--- src/rtl/mux_scan_pkg.sv ---
// mux_scan_pkg
//   Shared definitions for the mux scan sequencer: FSM state encoding,
//   channel count and channel-index width.
package mux_scan_pkg;

    typedef enum logic {
        IDLE = 1'b0,
        SCAN = 1'b1
    } state_t;

    localparam int NUM_CH = 4;
    localparam int CH_W   = 2;

endpackage

--- src/rtl/mux_scan_sequencer_dwell_timer.sv ---
// dwell_timer
//   Counts clock cycles a channel has been selected. Raises 'last' while the
//   count sits at DWELL-1 so the owner can sample and advance on that edge.
//   The count wraps to zero on the edge where 'last' is high.
// Ports:
//   clk   rising-edge clock
//   rst   synchronous active-high reset (count -> 0)
//   clr   synchronous clear (count -> 0), takes priority over en
//   en    advance the count on this edge
//   last  high when count == DWELL-1
module dwell_timer #(
    parameter int DWELL = 4
) (
    input  logic clk,
    input  logic rst,
    input  logic clr,
    input  logic en,
    output logic last
);

    // DWELL >= 2, so $clog2 is at least 1; the guard keeps a 1-bit floor.
    localparam int CW = (DWELL > 2) ? $clog2(DWELL) : 1;
    localparam logic [CW-1:0] TERM = CW'(DWELL - 1);

    logic [CW-1:0] dwell_cnt;

    assign last = (dwell_cnt == TERM);

    always_ff @(posedge clk) begin
        if (rst || clr) begin
            dwell_cnt <= '0;
        end else if (en) begin
            if (last) begin
                dwell_cnt <= '0;
            end else begin
                dwell_cnt <= dwell_cnt + CW'(1);
            end
        end
    end

endmodule

--- src/rtl/mux_scan_sequencer.sv ---
// mux_scan_sequencer
//   Drives the select lines of a 4-to-1 mux through channels 0..3, holding
//   each channel for DWELL cycles, samples the mux output at the end of each
//   dwell and publishes a 4-bit frame (bit n = channel n).
// Ports:
//   clk          rising-edge clock
//   rst          synchronous active-high reset
//   start        begin a scan (only looked at in IDLE)
//   cont         continuous mode, looked at only on the frame-end edge
//   y_in         mux output Y, assumed synchronous to clk
//   s1, s0       registered channel select to the mux
//   busy         high while scanning (directly reflects the FSM state)
//   frame        last completed frame, updated atomically
//   frame_valid  one-cycle pulse on the cycle frame takes a new value
//
// Output handshake: frame_valid is a valid-only strobe with no ready; the
// consumer must capture frame on the cycle frame_valid is high, although
// frame itself holds until the next pulse.
module mux_scan_sequencer
    import mux_scan_pkg::*;
#(
    parameter int DWELL = 4
) (
    input  logic       clk,
    input  logic       rst,
    input  logic       start,
    input  logic       cont,
    input  logic       y_in,
    output logic       s1,
    output logic       s0,
    output logic       busy,
    output logic [3:0] frame,
    output logic       frame_valid
);

    localparam logic [CH_W-1:0] LAST_CH = CH_W'(NUM_CH - 1);

    state_t          state, state_n;
    logic [CH_W-1:0] ch, ch_n;
    // Channel 3 is never stored: it goes straight into the frame.
    logic [2:0]      shadow, shadow_n;
    logic [3:0]      frame_n;
    logic            frame_valid_n;
    logic            tmr_clr, tmr_en, tmr_last;

    dwell_timer #(
        .DWELL (DWELL)
    ) u_dwell_timer (
        .clk  (clk),
        .rst  (rst),
        .clr  (tmr_clr),
        .en   (tmr_en),
        .last (tmr_last)
    );

    assign s1   = ch[1];
    assign s0   = ch[0];
    assign busy = (state == SCAN);

    always_comb begin
        state_n       = state;
        ch_n          = ch;
        shadow_n      = shadow;
        frame_n       = frame;
        frame_valid_n = 1'b0;
        tmr_clr       = 1'b0;
        tmr_en        = 1'b0;

        case (state)
            IDLE: begin
                // Timer held at zero so the first dwell is full length.
                ch_n    = '0;
                tmr_clr = 1'b1;
                if (start) begin
                    state_n = SCAN;
                end
            end
            SCAN: begin
                tmr_en = 1'b1;
                if (tmr_last) begin
                    if (ch == LAST_CH) begin
                        // Frame end: publish the whole frame in one edge.
                        frame_n       = {y_in, shadow};
                        frame_valid_n = 1'b1;
                        ch_n          = '0;
                        if (!cont) begin
                            state_n = IDLE;
                        end
                    end else begin
                        for (int n = 0; n < 3; n++) begin
                            if (ch == CH_W'(n)) begin
                                shadow_n[n] = y_in;
                            end
                        end
                        ch_n = ch + CH_W'(1);
                    end
                end
            end
            default: begin
                state_n = IDLE;
                ch_n    = '0;
            end
        endcase
    end

    always_ff @(posedge clk) begin
        if (rst) begin
            state       <= IDLE;
            ch          <= '0;
            shadow      <= '0;
            frame       <= '0;
            frame_valid <= 1'b0;
        end else begin
            state       <= state_n;
            ch          <= ch_n;
            shadow      <= shadow_n;
            frame       <= frame_n;
            frame_valid <= frame_valid_n;
        end
    end

endmodule

--- config.mk ---
export PLATFORM = sky130hd
export DESIGN_NAME = mux_scan_sequencer
export DESIGN_NICKNAME = d
export VERILOG_FILES = /design/src/rtl/mux_scan_pkg.sv /design/src/rtl/mux_scan_sequencer_dwell_timer.sv /design/src/rtl/mux_scan_sequencer.sv
export SDC_FILE = /design/constraint.sdc
export NUM_CORES = 1
export LEC_CHECK = 0
export CAP_MARGIN = 20
export CORE_AREA = 2 2 39 41
export CTS_CLUSTER_SIZE = 25
export DETAILED_ROUTE_END_ITERATION = 16
export DIE_AREA = 0 0 41 43
export PLACE_DENSITY_LB_ADDON = 0.08
export SLEW_MARGIN = 20
export SYNTH_ARGS = -nofsm -noshare
export SYNTH_HDL_FRONTEND = slang
export SYNTH_SLANG_ARGS = --single-unit
export TNS_END_PERCENT = 100
--- constraint.sdc ---
create_clock -name clk -period 1.74 [get_ports clk]
set_clock_uncertainty 0.15 [all_clocks]
set_input_delay 0.348 -clock clk [delete_from_list [all_inputs] [get_ports clk]]
set_output_delay 0.348 -clock clk [all_outputs]
set_load 0.02 [all_outputs]
==> metrics.md <==
| Metric | Value |
|---|---|
| ANT nets after route | 0 |
| CP top delay family | buffers and inverters |
| Initial antenna violation count | 0 |
| # setup viols final | 0 |
| N_diodes | 0 |
| Total global-route track usage | 0.136 |
| Routed length per instance | 11.0 um |
| Placed Cells | 83 |
| Power per cell area | 685 nW/um2 |
| Worst-path fanout max | 1 |
| Reg clk slew, reported paths | 0.08 ns |
| Routed wire length | 954 um |
| Slew of the pin with the lowest slew margin | 0.322 ns |
| Pins over their slew limit | 0 |
| TritonCTS Buffers | 3 |
| DR pass1 iterations | 1 |
| Slowest stage delay, CP | 0.59 ns |
| Internal power | 0.408 mW |
| Share of power burned in registers | 0.580 |
| Clk_lat worst skew | 0.27 ns |
| CP cell instances | clkdlybuf4s50_1 |
| Synth area leaders | dfxtp_1 (45%), mux2i_1 (14%), ha_1 (11%) |
| Num ports | 13 |
| Final cycle utilization of the critical path | 0.959 |
| Die extent in y | 43 um |
| WHS | 0.287 ns |
| Clock Power Share | 0.355 |
| Number of global-route vias before repair | 375 |
| Status | complete, no violations |
| Max VDD drop | 361 uV |
| Global route total overflow | 0 |
| Clock Tree Buf Depth | 2 |
| Seq/Total Area, Yosys | 0.446 |
| Avg Cell Area, Syn | 10.6 um2 |
| H-tree levels | 1 |
| Sw Share | 0.216 |
| Critical path class | register to output pin |
| Critical path data required time | 1.24 ns |
| Combinational share of power | 0.064 |
| Vias per inst | 4.53 |
| # clock sinks | 13 |
| Busiest grt layer | met2 |
| Met3 usage | 0.0628 |
| Nets | 82 |
| Synth-to-layout area growth | 30.3% |
| Final Hold Fails | 0 |
| Max Fclk | 0.600 GHz |
| Slowest CP cell | clkdlybuf4s50_1 |
| Non-Filler Instances | 87 |
| RSZ-0062 raised after global routing | no |
| Min cycle time layout | 1.67 ns |
| Slew margin rel. | 0.785 |
| Worst Path Buf+Inv | 1 |
| Detail Placement HPWL | 690 um |
| Vias | 394 |
| DRC | 0 |
| Seq cells post-synth | 13 |
| Fillers | 140 |
| Post-synth top area share | 0.446 |
| Mapped cell area | 583 um2 |
| Clock Tree Root | clkbuf_4 |
| Die ar. | 1760 um2 |
| Starting Density | 0.421 |
| Fin Setup TNS | 0 ns |
| Hold WC Path Type | register to register |
| CTS tree | done |
| GPL Wtd Cong | 0.594 |
| Synth Instances | 55 |
| First-pass GRT wire length | 1590 um |
| Startpoint types | register |
| Largest net degree at the start of global routing | 12 |
| MaxCap Viol Count | 0 |
| Fraction of layout cells with a size suffix above 1 | 0.0986 |
| P_sw | 0.112 mW |
| Crit path arrival time | 1.17 ns |
| Crit. End Element | output pin |
| Row count | 14 |
| Post-synth cell types | 14 |
| Die width | 41 um |
| Port bufs | 12 |
| DR iter-0 viols | 0 |
| LEAKAGE | 0.419 nW |
| Core Area | 1380 um2 |
| Mapped Nets | 65 |
| Hold buffer count at CTS | 0 |
| Met2 usage | 0.181 |
| Yosys warnings | 0 |
| Met1 usage | 0.173 |
| Area leader, netlist | dfxtp_1 |
==> cell type report <==
class | count | area, um2 | area share
multi-input combinational | 35 | 282 | 0.371
clock buffer | 4 | 26.3 | 0.0346
sequential | 13 | 260 | 0.343
timing repair buffer | 15 | 156 | 0.206
tap | 16 | 20.0 | 0.0264
inverter | 4 | 15.0 | 0.0198
==> routing by layer <==
metal / wire (um) / part of all wire
met2: 405 / 0.42
met4: 0 / 0
met1: 504 / 0.53
met3: 44 / 0.046
met5: 0 / 0
==> per-stage QoR <==
stage | utilization | instance area (um2) | total power [mW] | setup WS, ns
6_report | 0.549 | 759 | 0.520 | 0.0720
4_1_cts | 0.538 | 744 | 0.531 | 0.00273
5_1_grt | 0.549 | 759 | 0.547 | 0.0144
2_1_floorplan | - | 583 | 0.326 | 0.351
3_3_place_gp | 0.520 | 719 | 0.343 | 0.137
3_5_place_dp | 0.520 | 719 | 0.343 | 0.133
==> what timing repair did <==
action / 4_1_cts / 5_1_grt
setup endpoints to repair: 1 / 6
gates cloned: 0 / 0
buffers inserted: 0 / 0
gates resized for setup: 1 / 6
pin swaps: 0 / 0
==> state kept, by name, indices dropped and copies added (netlist names) <==
signal and cells:
frame 4, u_dwell_timer.dwell_cnt 2, busy 1, shadow 3, frame_valid 1, ch 2
==> path summary, 6_finish.rpt <==
path	start	to	slack [ns]	cells after the start
worst min-delay path	u_dwell_timer.dwell_cnt[0]$_SDFFE_PP0P_	u_dwell_timer.dwell_cnt[0]$_SDFFE_PP0P_	0.29	1
worst max-delay path	frame_valid$_SDFF_PP0_	frame_valid	0.07	1
worst min register to register	u_dwell_timer.dwell_cnt[0]$_SDFFE_PP0P_	u_dwell_timer.dwell_cnt[0]$_SDFFE_PP0P_	0.29	1
worst max register to register	ch[0]$_SDFFE_PP0P_	frame[3]$_SDFFE_PP0P_	0.31	4
==> power by group through the flow <==
stage          clock [mW]  combinational [mW]  sequential [mW]
6_report            0.185              0.0334            0.302
5_1_grt             0.208              0.0369            0.303
4_1_cts             0.194              0.0343            0.302
3_5_place_dp            0              0.0341            0.309
3_3_place_gp            0              0.0338            0.309
2_1_floorplan           0              0.0131            0.313
==> placed cells by master (no fill, tap or decap), drive strengths merged <==
cell type / instances
dfxtp: 13
and3: 1
a211oi: 1
clkbuf: 4
dlygate4sd2: 1
dlymetal6s2s: 6
nor3: 1
mux2i: 8
ha: 5
xnor2: 1
nand2b: 9
nand3: 1
nand4b: 3
inv: 4
nor2: 5
buf: 3
clkdlybuf4s50: 5
==> cells in the mapped netlist <==
library cell / number
nor2_1: 5
nor3_1: 1
clkbuf_1: 1
dfxtp_1: 13
mux2i_1: 8
nand3_1: 1
nand2b_1: 9
xnor2_1: 1
and3_1: 1
ha_1: 5
nand4b_1: 3
a211oi_2: 1
inv_1: 4
buf_6: 2
==> cells by family after synthesis <==
family / Yosys count / synth area share
AND/OR/NAND/NOR: 20 / 0.202
flip-flops: 13 / 0.446
XOR/XNOR: 1 / 0.0150
AO/OA/AOI/OAI: 1 / 0.0215
buffers and inverters: 7 / 0.0708
multiplexers: 8 / 0.137
adder cells (fa/ha/maj): 5 / 0.107
(Power assumes the default switching activity.)
==> variant, RTL diff (same flow settings) <==
Register the inputs `start`, `cont` and `y_in` before use, cleared by the reset. The logic sees them one clock later.
--- a/src/rtl/mux_scan_sequencer.sv
+++ b/src/rtl/mux_scan_sequencer.sv
@@ -36,4 +36,20 @@
     localparam logic [CH_W-1:0] LAST_CH = CH_W'(NUM_CH - 1);
 
+    logic start_q;
+    logic cont_q;
+    logic y_q;
+
+    always_ff @(posedge clk) begin
+        if (rst) begin
+            start_q <= '0;
+            cont_q  <= '0;
+            y_q     <= '0;
+        end else begin
+            start_q <= start;
+            cont_q  <= cont;
+            y_q     <= y_in;
+        end
+    end
+
     state_t          state, state_n;
     logic [CH_W-1:0] ch, ch_n;
@@ -72,5 +88,5 @@
                 ch_n    = '0;
                 tmr_clr = 1'b1;
-                if (start) begin
+                if (start_q) begin
                     state_n = SCAN;
                 end
@@ -81,8 +97,8 @@
                     if (ch == LAST_CH) begin
                         // Frame end: publish the whole frame in one edge.
-                        frame_n       = {y_in, shadow};
+                        frame_n       = {y_q, shadow};
                         frame_valid_n = 1'b1;
                         ch_n          = '0;
-                        if (!cont) begin
+                        if (!cont_q) begin
                             state_n = IDLE;
                         end
@@ -90,5 +106,5 @@
                         for (int n = 0; n < 3; n++) begin
                             if (ch == CH_W'(n)) begin
-                                shadow_n[n] = y_in;
+                                shadow_n[n] = y_q;
                             end
                         end
Formal check against the unedited RTL: not equivalent (a bounded check fails within 4 cycles, from zero or initial values and one cycle with rst high).
==> variant against the original RTL <==
Utilization is 6.6 points higher. Final cell count is 4.6% higher. Sequential power is 24% higher. Register-to-register slack better by 0.04 ns. Die area stayed put. Final area is 12% higher. Setup slack better by 0.12 ns. Sequential cell count is 3 higher. Combinational power is 6.3% higher. Wire length is 10% higher. Area after synthesis is 11% higher. Clock power is 31% higher. Total power is 25% higher. Highest routed layer is now met4.
==> variant: results (changes against the original RTL) <==
place:
  placed_cell_area_um2: 806  # +12%
  hpwl_um: 831  # +21%
  place.gp.congestion: 0.618  # +4.0%
setup_path:
  timing.rr.end: "busy"
  r2r_slack_ns: 0.35  # +0.04 ns
  cp.arrival_ns: 1.05  # -0.12 ns
  cpLargestDelayFamily: "flip-flops"
  regToRegStartpoint: "u_dwell_timer.dwell_cnt[0]"
  cpPeakStageDelay_ns: 0.41  # -0.18 ns
  reg2reg_depth: 3  # -1
synth:
  synth_area_leaders: "dfxtp_1 50%, mux2i_1 12%, ha_1 9.7%"
  synth_nets: 67  # +3.1%
timing:
  tightest_slew_ns: 0.341  # +0.0192 ns
  hold-worst-slack_ns: 0.285  # -0.00163 ns
route:
  wl_mm: 1.05  # +10%
  routedWlPerCell_um: 11.5  # +5.3%
  drtIter0Drc: 2  # +2
  viasPerCell: 4.81  # +6.3%
  firstDrtPassIters: 2  # +1
power_and_ir_drop:
  peakVddDrop_uv: 557  # +54%
  p_leak_nw: 0.473  # +13%
global_routing:
  grt_pass1_vias: 436  # +16%
  grtUsageMet1: 0.167  # -0.00597
  gr-usage-met2: 0.238  # +0.0562
final_layout:
  drive_gt1_frac: 0.120  # +0.0214
  nNetsFinal: 86  # +4.9%
outcome:
  outcome: "completed"
-- variant: how the worst max path moves through the flow --
stage	start	end	cells after the start	slack, ns
3_3_place_gp	rst	frame[3]	4	0.24
6_report	ch[1]	s1	1	0.19
2_1_floorplan	ch[0]	busy	3	0.34
3_5_place_dp	rst	shadow[0]	4	0.21
4_1_cts	frame[0]	frame[0]	1	0.002
5_1_grt	ch[1]	s1	1	0.11
-- variant: power by group --
group	switching (mW)	internal [mW]	total (mW)	leakage [nW]
Combinational	0.0141	0.0214	0.0355	0.322
Sequential	0.00215	0.372	0.375	0.130
Clock	0.116	0.127	0.243	0.0210
-- variant: logic make-up (layout without fill, tap and decap cells) --
| family | after synthesis | in the layout | synth area share |
|---|---|---|---|
| AOI/OAI and AO/OA | 1 | 1 | 0.0174 |
| xor gates and xnor gates | 1 | 1 | 0.0136 |
| adders and majority gates | 5 | 5 | 0.0969 |
| buffers and inverters | 5 | 23 | 0.0329 |
| DFF | 16 | 16 | 0.496 |
| muxes | 8 | 8 | 0.124 |
| and+or+nand+nor | 21 | 21 | 0.219 |
-- variant: area by class of cell --
class / count / share of cell area
timing repair buffer: 16 / 0.187
inverter: 3 / 0.0132
sequential: 16 / 0.376
multi-input combinational: 36 / 0.357
tap: 16 / 0.0235
clock buffer: 4 / 0.0426
-- variant: what timing repair did --
action | CTS | global route
gates resized for setup | 3 | 5
gates cloned | 0 | 0
endpoints found under the setup margin | 3 | 5
setup buffers | 0 | 0
-- variant: per-layer routing --
layer  routed length, um  share of wire  vias up
li1                    -              -      225
met1                 467           0.44      203
met2                 524           0.50        8
met3                  44          0.042        2
met4                  14          0.013        0
met5                   0              0        -
